## src/rtl/uart_rx_fifo.sv

```systemverilog
// UART receiver with 3-sample majority voting, per-frame parity, framing and
// break status, and a small ready/valid frame FIFO on the clk side.
module uart_rx_fifo #(
    parameter int BITWIDTH   = 8,
    parameter int OVERSAMPLE = 16,
    parameter int DIVISOR    = 2,
    parameter int PARITY     = 0,
    parameter int STOPBITS   = 1,
    parameter int FIFO_DEPTH = 4
) (
    input  logic                          clk,
    input  logic                          rst,
    input  logic                          rxi,
    output logic [BITWIDTH-1:0]           data,
    output logic                          parity_err,
    output logic                          frame_err,
    output logic                          break_det,
    output logic                          valid,
    input  logic                          ready,
    output logic                          overrun,
    output logic [$clog2(FIFO_DEPTH):0]   level
);

    localparam int LW  = $clog2(FIFO_DEPTH) + 1;
    localparam int PW  = $clog2(FIFO_DEPTH);
    localparam int DW  = (DIVISOR > 1) ? $clog2(DIVISOR) : 1;
    localparam int SW  = $clog2(OVERSAMPLE);
    localparam int BIW = $clog2(BITWIDTH);
    localparam int EW  = BITWIDTH + 3;

    localparam logic [SW-1:0]  SC_S0   = SW'(OVERSAMPLE / 2 - 1);
    localparam logic [SW-1:0]  SC_S1   = SW'(OVERSAMPLE / 2);
    localparam logic [SW-1:0]  SC_S2   = SW'(OVERSAMPLE / 2 + 1);
    localparam logic [SW-1:0]  SC_LAST = SW'(OVERSAMPLE - 1);
    localparam logic [DW-1:0]  DIV_LAST = DW'(DIVISOR - 1);
    localparam logic [BIW-1:0] BIT_LAST = BIW'(BITWIDTH - 1);

    typedef enum logic [2:0] {IDLE, START, DATA, PAR, STOP, BRKWAIT} state_t;

    // Front end: synchroniser, previous-sample register and post-reset arming
    logic       sync1_q, sync1_d, sync2_q, sync2_d, s_prev_q, s_prev_d;
    logic [1:0] arm_q, arm_d;
    logic       s, start_edge;

    // Receive FSM and datapath
    state_t              state_q, state_d;
    logic [DW-1:0]       div_q, div_d;
    logic [SW-1:0]       sc_q, sc_d;
    logic [BIW-1:0]      bit_q, bit_d;
    logic                stop_q, stop_d;
    logic                samp0_q, samp0_d, samp1_q, samp1_d;
    logic [BITWIDTH-1:0] shreg_q, shreg_d;
    logic                par_bit_q, par_bit_d, pe_q, pe_d, fe_q, fe_d;
    logic                push_q, push_d;
    logic [EW-1:0]       push_entry_q, push_entry_d;
    logic                tick, decide, wrap, maj, fe_new, brk_new;

    // Frame FIFO
    logic [EW-1:0] mem_q [FIFO_DEPTH];
    logic [EW-1:0] mem_d [FIFO_DEPTH];
    logic [PW-1:0] wr_q, wr_d, rd_q, rd_d;
    logic [LW-1:0] cnt_q, cnt_d;
    logic          pop, full, wr_en;
    logic [EW-1:0] head;

    assign s          = sync2_q;
    assign start_edge = (arm_q == 2'd3) && s_prev_q && !s;
    assign tick       = (state_q != IDLE) && (div_q == DIV_LAST);
    assign decide     = tick && (sc_q == SC_S2);
    assign wrap       = tick && (sc_q == SC_LAST);
    assign maj        = (samp0_q & samp1_q) | (samp0_q & s) | (samp1_q & s);
    assign fe_new     = fe_q | ~maj;
    assign brk_new    = (shreg_q == '0) && fe_new && ((PARITY == 0) || !par_bit_q);

    // Next values for the synchroniser; start edges only count once the
    // edge detector holds real line samples rather than reset values
    always_comb begin
        sync1_d  = rxi;
        sync2_d  = sync1_q;
        s_prev_d = sync2_q;
        arm_d    = (arm_q == 2'd3) ? arm_q : arm_q + 2'd1;
    end

    // Bit-timing, sampling and frame assembly state machine
    always_comb begin
        state_d      = state_q;
        div_d        = div_q;
        sc_d         = sc_q;
        bit_d        = bit_q;
        stop_d       = stop_q;
        samp0_d      = samp0_q;
        samp1_d      = samp1_q;
        shreg_d      = shreg_q;
        par_bit_d    = par_bit_q;
        pe_d         = pe_q;
        fe_d         = fe_q;
        push_d       = 1'b0;
        push_entry_d = push_entry_q;

        if (state_q == IDLE || tick) begin
            div_d = '0;
        end else begin
            div_d = div_q + DW'(1);
        end

        if (tick) begin
            sc_d = wrap ? '0 : sc_q + SW'(1);
            if (sc_q == SC_S0) samp0_d = s;
            if (sc_q == SC_S1) samp1_d = s;
        end

        case (state_q)
            IDLE: begin
                sc_d = '0;
                if (start_edge) begin
                    state_d = START;
                end
            end
            START: begin
                if (decide && maj) begin
                    state_d = IDLE;
                end else if (wrap) begin
                    state_d   = DATA;
                    bit_d     = '0;
                    stop_d    = 1'b0;
                    pe_d      = 1'b0;
                    fe_d      = 1'b0;
                    par_bit_d = 1'b0;
                end
            end
            DATA: begin
                if (decide) begin
                    shreg_d = {maj, shreg_q[BITWIDTH-1:1]};
                end
                if (wrap) begin
                    if (bit_q == BIT_LAST) begin
                        state_d = (PARITY != 0) ? PAR : STOP;
                    end else begin
                        bit_d = bit_q + BIW'(1);
                    end
                end
            end
            PAR: begin
                if (decide) begin
                    par_bit_d = maj;
                    pe_d      = (^{shreg_q, maj}) != (PARITY == 1);
                end
                if (wrap) begin
                    state_d = STOP;
                end
            end
            STOP: begin
                if (decide) begin
                    fe_d = fe_new;
                    if (STOPBITS == 1 || stop_q) begin
                        push_d       = 1'b1;
                        push_entry_d = {brk_new, fe_new, pe_q, shreg_q};
                        state_d      = brk_new ? BRKWAIT : IDLE;
                    end
                end else if (wrap) begin
                    stop_d = 1'b1;
                end
            end
            BRKWAIT: begin
                if (tick && s) begin
                    state_d = IDLE;
                end
            end
            default: begin
                state_d = IDLE;
            end
        endcase
    end

    // FIFO bookkeeping: a push while full is dropped unless a pop frees the slot
    always_comb begin
        full  = (cnt_q == LW'(FIFO_DEPTH));
        pop   = (cnt_q != '0) && ready;
        wr_en = push_q && (!full || pop);
        mem_d = mem_q;
        if (wr_en) begin
            mem_d[wr_q] = push_entry_q;
        end
        wr_d = wr_en ? wr_q + PW'(1) : wr_q;
        rd_d = pop ? rd_q + PW'(1) : rd_q;
        cnt_d = cnt_q;
        if (wr_en && !pop) begin
            cnt_d = cnt_q + LW'(1);
        end else if (pop && !wr_en) begin
            cnt_d = cnt_q - LW'(1);
        end
    end

    assign overrun    = push_q && full && !pop;
    assign valid      = (cnt_q != '0);
    assign level      = cnt_q;
    assign head       = valid ? mem_q[rd_q] : '0;
    assign data       = head[BITWIDTH-1:0];
    assign parity_err = head[BITWIDTH];
    assign frame_err  = head[BITWIDTH+1];
    assign break_det  = head[BITWIDTH+2];

    // Synchroniser and edge-detector registers
    always_ff @(posedge clk) begin
        if (rst) begin
            sync1_q  <= 1'b1;
            sync2_q  <= 1'b1;
            s_prev_q <= 1'b1;
            arm_q    <= 2'd0;
        end else begin
            sync1_q  <= sync1_d;
            sync2_q  <= sync2_d;
            s_prev_q <= s_prev_d;
            arm_q    <= arm_d;
        end
    end

    // Receive state register and frame datapath
    always_ff @(posedge clk) begin
        if (rst) begin
            state_q      <= IDLE;
            div_q        <= '0;
            sc_q         <= '0;
            bit_q        <= '0;
            stop_q       <= 1'b0;
            samp0_q      <= 1'b1;
            samp1_q      <= 1'b1;
            shreg_q      <= '0;
            par_bit_q    <= 1'b0;
            pe_q         <= 1'b0;
            fe_q         <= 1'b0;
            push_q       <= 1'b0;
            push_entry_q <= '0;
        end else begin
            state_q      <= state_d;
            div_q        <= div_d;
            sc_q         <= sc_d;
            bit_q        <= bit_d;
            stop_q       <= stop_d;
            samp0_q      <= samp0_d;
            samp1_q      <= samp1_d;
            shreg_q      <= shreg_d;
            par_bit_q    <= par_bit_d;
            pe_q         <= pe_d;
            fe_q         <= fe_d;
            push_q       <= push_d;
            push_entry_q <= push_entry_d;
        end
    end

    // FIFO storage and pointers; reset flushes everything
    always_ff @(posedge clk) begin
        if (rst) begin
            mem_q <= '{default: '0};
            wr_q  <= '0;
            rd_q  <= '0;
            cnt_q <= '0;
        end else begin
            mem_q <= mem_d;
            wr_q  <= wr_d;
            rd_q  <= rd_d;
            cnt_q <= cnt_d;
        end
    end

endmodule

```

## config.mk

```make
export PLATFORM = sky130hd
export DESIGN_NAME = uart_rx_fifo
export DESIGN_NICKNAME = d
export VERILOG_FILES = /design/src/rtl/uart_rx_fifo.sv
export SDC_FILE = /design/constraint.sdc
export NUM_CORES = 1
export LEC_CHECK = 0
export BUFFER_PORTS_ARGS = -buffer_cell sky130_fd_sc_hd__buf_2
export CORE_UTILIZATION = 40
export CTS_CLUSTER_DIAMETER = 50
export DETAILED_ROUTE_END_ITERATION = 8
export PLACE_DENSITY_LB_ADDON = 0.15
export SLEW_MARGIN = 20
export SYNTH_ARGS = -nofsm -noshare
export SYNTH_HDL_FRONTEND = slang
export SYNTH_SLANG_ARGS = --single-unit
```

## constraint.sdc

```tcl
create_clock -name clk -period 2.7 [get_ports clk]
set_clock_uncertainty 0.15 [all_clocks]
set_input_delay 0.54 -clock clk [delete_from_list [all_inputs] [get_ports clk]]
set_output_delay 0.54 -clock clk [all_outputs]
set_load 0.05 [all_outputs]
```

==> summary.md <==
| Metric | Value |
|---|---|
| Final setup viols | `0` |
| Largest net degree at the start of global routing | `48` |
| Clock sink total | `91` |
| Post-synth top flop | `dfxtp_1` |
| Filler cells | `999` |
| CP peak stage delay | `670 ps` |
| Pwr Total | `3.10 mW` |
| Number of enable flip-flop cells after synthesis | `0` |
| Die Width | `104 um` |
| Min-delay worst type | `primary input to flop` |
| Mapped Cells | `407` |
| Max-cap viol count | `0` |
| Detail Route Antenna Nets | `0` |
| DR iter-0 viols | `95` |
| Final non-filler cell area | `0.00465 mm^2` |
| Setup CP Type | `flop to output pin` |
| Delay-heaviest family, CP | `simple AND/OR/NAND/NOR gates` |
| Die Height | `104 um` |
| CP bufs+invs | `2` |
| Syn avg cell area | `10.3 um^2` |
| Initial antenna violation count | `0` |
| Library cells used by synthesis | `53` |
| Commonest non-fill, non-tap cell in the layout | `dfxtp_1` |
| Worst-Skew Late Latency | `370 ps` |
| Register area share after synthesis | `43.4%` |
| Synth-to-layout area growth | `10.8%` |
| Starting Density | `41.0%` |
| Synthesized area | `0.00420 mm^2` |
| Crit path cell chain | `or4b_2 > buf_4 > nor2_2 > buf_2` |
| Power per cell area | `666 mW/mm^2` |
| Layout cell share with drive strength beyond 1 | `17.4%` |
| Worst slew margin | `43.0%` |
| Yosys warns | `0` |
| Input/output buffers | `19` |
| Most frequent cells in the layout | `dfxtp_1 (89), nor2_1 (78), mux2i_1 (69), buf_2 (19)` |
| Final Critical Period | `2600 ps` |
| GP Congestion | `0.788` |
| Worst-margin pin slew | `855 ps` |
| Std-Cell Rows | `37` |
| DRC Markers | `0` |
| 1st-pass router iterations | `4` |
| First-pass GRT wire length | `13900 um` |
| Final setup margin | `96.8 ps` |
| Status | `completed` |
| Wirelength, routed | `8180 um` |
| CTS max path bufs | `2` |
| CP Max Fanout | `6` |
| Hold-fix buffers, CTS | `0` |
| Ant diodes | `0` |
| RSZ-0062 raised after global routing | `false` |
| Vias per cell | `5.10` |
| CTS Buf Count | `9` |
| Crit path required time | `2010 ps` |
| Final Hold Vio Count | `0` |
| Setup TNS | `0 ps` |
| Routed length per placed instance | `14.4 um` |
| Non-Filler Instances | `567` |
| Die area | `0.0109 mm^2` |
| CTS tree | `built` |
| H-tree depth | `3` |
| Area of placed instances | `0.00445 mm^2` |
| Final period utilization | `96.4%` |
| # placed instances | `551` |
| Vias in the first global route | `2804` |
| Element type at the critical path start | `flop` |
| Congestion Overflow GR | `0` |
| Post-DP HPWL | `5620 um` |
| Setup bufs post-CTS | `0` |
| Post-place setup slack | `43.8 ps` |
| Critical Path AT | `1910 ps` |
| Io pins | `20` |
| Clock Tree Root | `clkbuf_8` |
| Register bit count reported by yosys | `91` |
| Syn_nets | `423` |
| Final Slew Violations | `0` |
| Max frequency | `384 MHz` |
| All-Layer GR Usage | `16.1%` |
| Core Area | `0.0102 mm^2` |
| Overall via count from detail_route | `2894` |
| Clk slew on worst S/H paths | `100 ps` |
| CP Capture Type | `output pin` |
| Nets | `442` |
| CP max stage cell | `or4b_2` |
| Peak supply drop | `349 uV` |
| Post-synth ARST share | `0%` |
| LEAKAGE | `2.06 nW` |
| Resize count post-CTS | `0` |
worst reg2reg max path, cell delays in order, from the launching register on:
cell and delay, ps:
dfxtp_1 370, or4b_2 670, nand2_1 110, inv_1 40, ha_1 220, inv_1 70
fa_1 180, xor2_1 80, or3_1 310, a21oi_1 140
layout make-up:
| class | count | area [um^2] | area share (%) |
|---|---|---|---|
| clock buffers | 9 | 124 | 2.66 |
| clock inverters | 7 | 73.8 | 1.59 |
| inverters | 11 | 41.3 | 0.888 |
| multi-input cells | 280 | 2190 | 47.1 |
| flip-flops and latches | 91 | 1820 | 39.2 |
| well taps | 136 | 170 | 3.66 |
| repair buffers | 33 | 225 | 4.84 |
through the flow:
stage / hold WS (ps) / util [%]
after floorplan: 239 / -
after global placement: 246 / 43.5
after detailed placement: 264 / 43.5
after CTS: 195 / 45.5
after global routing: 187 / 45.5
final: 210 / 45.5
flip-flops by register name, indices dropped and copies added, names as in the netlist, 2 cells and up:
register,flops
push_entry_q,11
mem_q,44
state_q,3
bit_q,3
level,3
rd_q,2
arm_q,2
sc_q,4
shreg_q,8
wr_q,2
worst paths after layout:
path	from	endpoint	slack, ps	depth (start not counted)
worst max-delay path	level[1]$_SDFFE_PP0P_	overrun	100	4
worst min-delay path	rxi	sync1_q$_SDFF_PP1_	210	2
worst max register to register	level[1]$_SDFFE_PP0P_	level[2]$_SDFFE_PP0P_	290	9
worst min register to register	sync1_q$_SDFF_PP1_	s$_SDFF_PP1_	300	1
power breakdown:
group	total, mW	internal (mW)	switching [mW]
clock network	0.942	0.435	0.508
registers	1.48	1.40	0.0859
logic	0.671	0.245	0.426
per-layer routing:
| layer | track usage, % | up-vias | wire length, um |
|---|---|---|---|
| met3 | 4.26 | 11 | 207 |
| met5 | 0 | - | 0 |
| met4 | 6.53 | 0 | 119 |
| met2 | 26.5 | 32 | 3900 |
| li1 | - | 1450 | - |
| met1 | 20.0 | 1401 | 3950 |
synth_stat cells, types with 2 or more instances:
master	count	area share, %
dfxtp_1	91	43
nor2_1	79	7.1
mux2i_1	69	16
clkbuf_1	14	1.3
and2_1	12	1.8
ha_1	11	3.3
inv_1	11	0.98
mux4_2	11	5.9
nand3_1	10	1.2
a21oi_1	7	0.83
xnor2_1	7	1.5
buf_6	6	1.6
nand2b_1	6	0.89
xor2_1	6	1.3
nand2_1	5	0.45
o21ai_0	5	0.60
a211oi_1	4	0.72
buf_2	3	0.36
nor3_1	3	0.36
or2_2	3	0.45
or3b_2	3	0.63
a21boi_0	2	0.36
a221oi_1	2	0.42
a311o_1	2	0.48
and3_1	2	0.30
and3b_1	2	0.42
nand4bb_1	2	0.54
nor2b_1	2	0.30
or3_1	2	0.30
or4_1	2	0.36
cells by family (layout without fill, tap and decap cells):
kind of cell | Yosys count | count (layout) | share of synthesized area (%)
AND/OR/NAND/NOR | 142 | 142 | 17.0
flip-flops | 91 | 91 | 43.4
multiplexers | 80 | 80 | 22.4
buffers and inverters | 36 | 60 | 4.41
AO/OA/AOI/OAI | 31 | 31 | 5.58
XOR/XNOR | 14 | 14 | 3.25
adder cells (fa/ha/maj) | 13 | 13 | 4.00
Power figures use the tool's default switching activity.
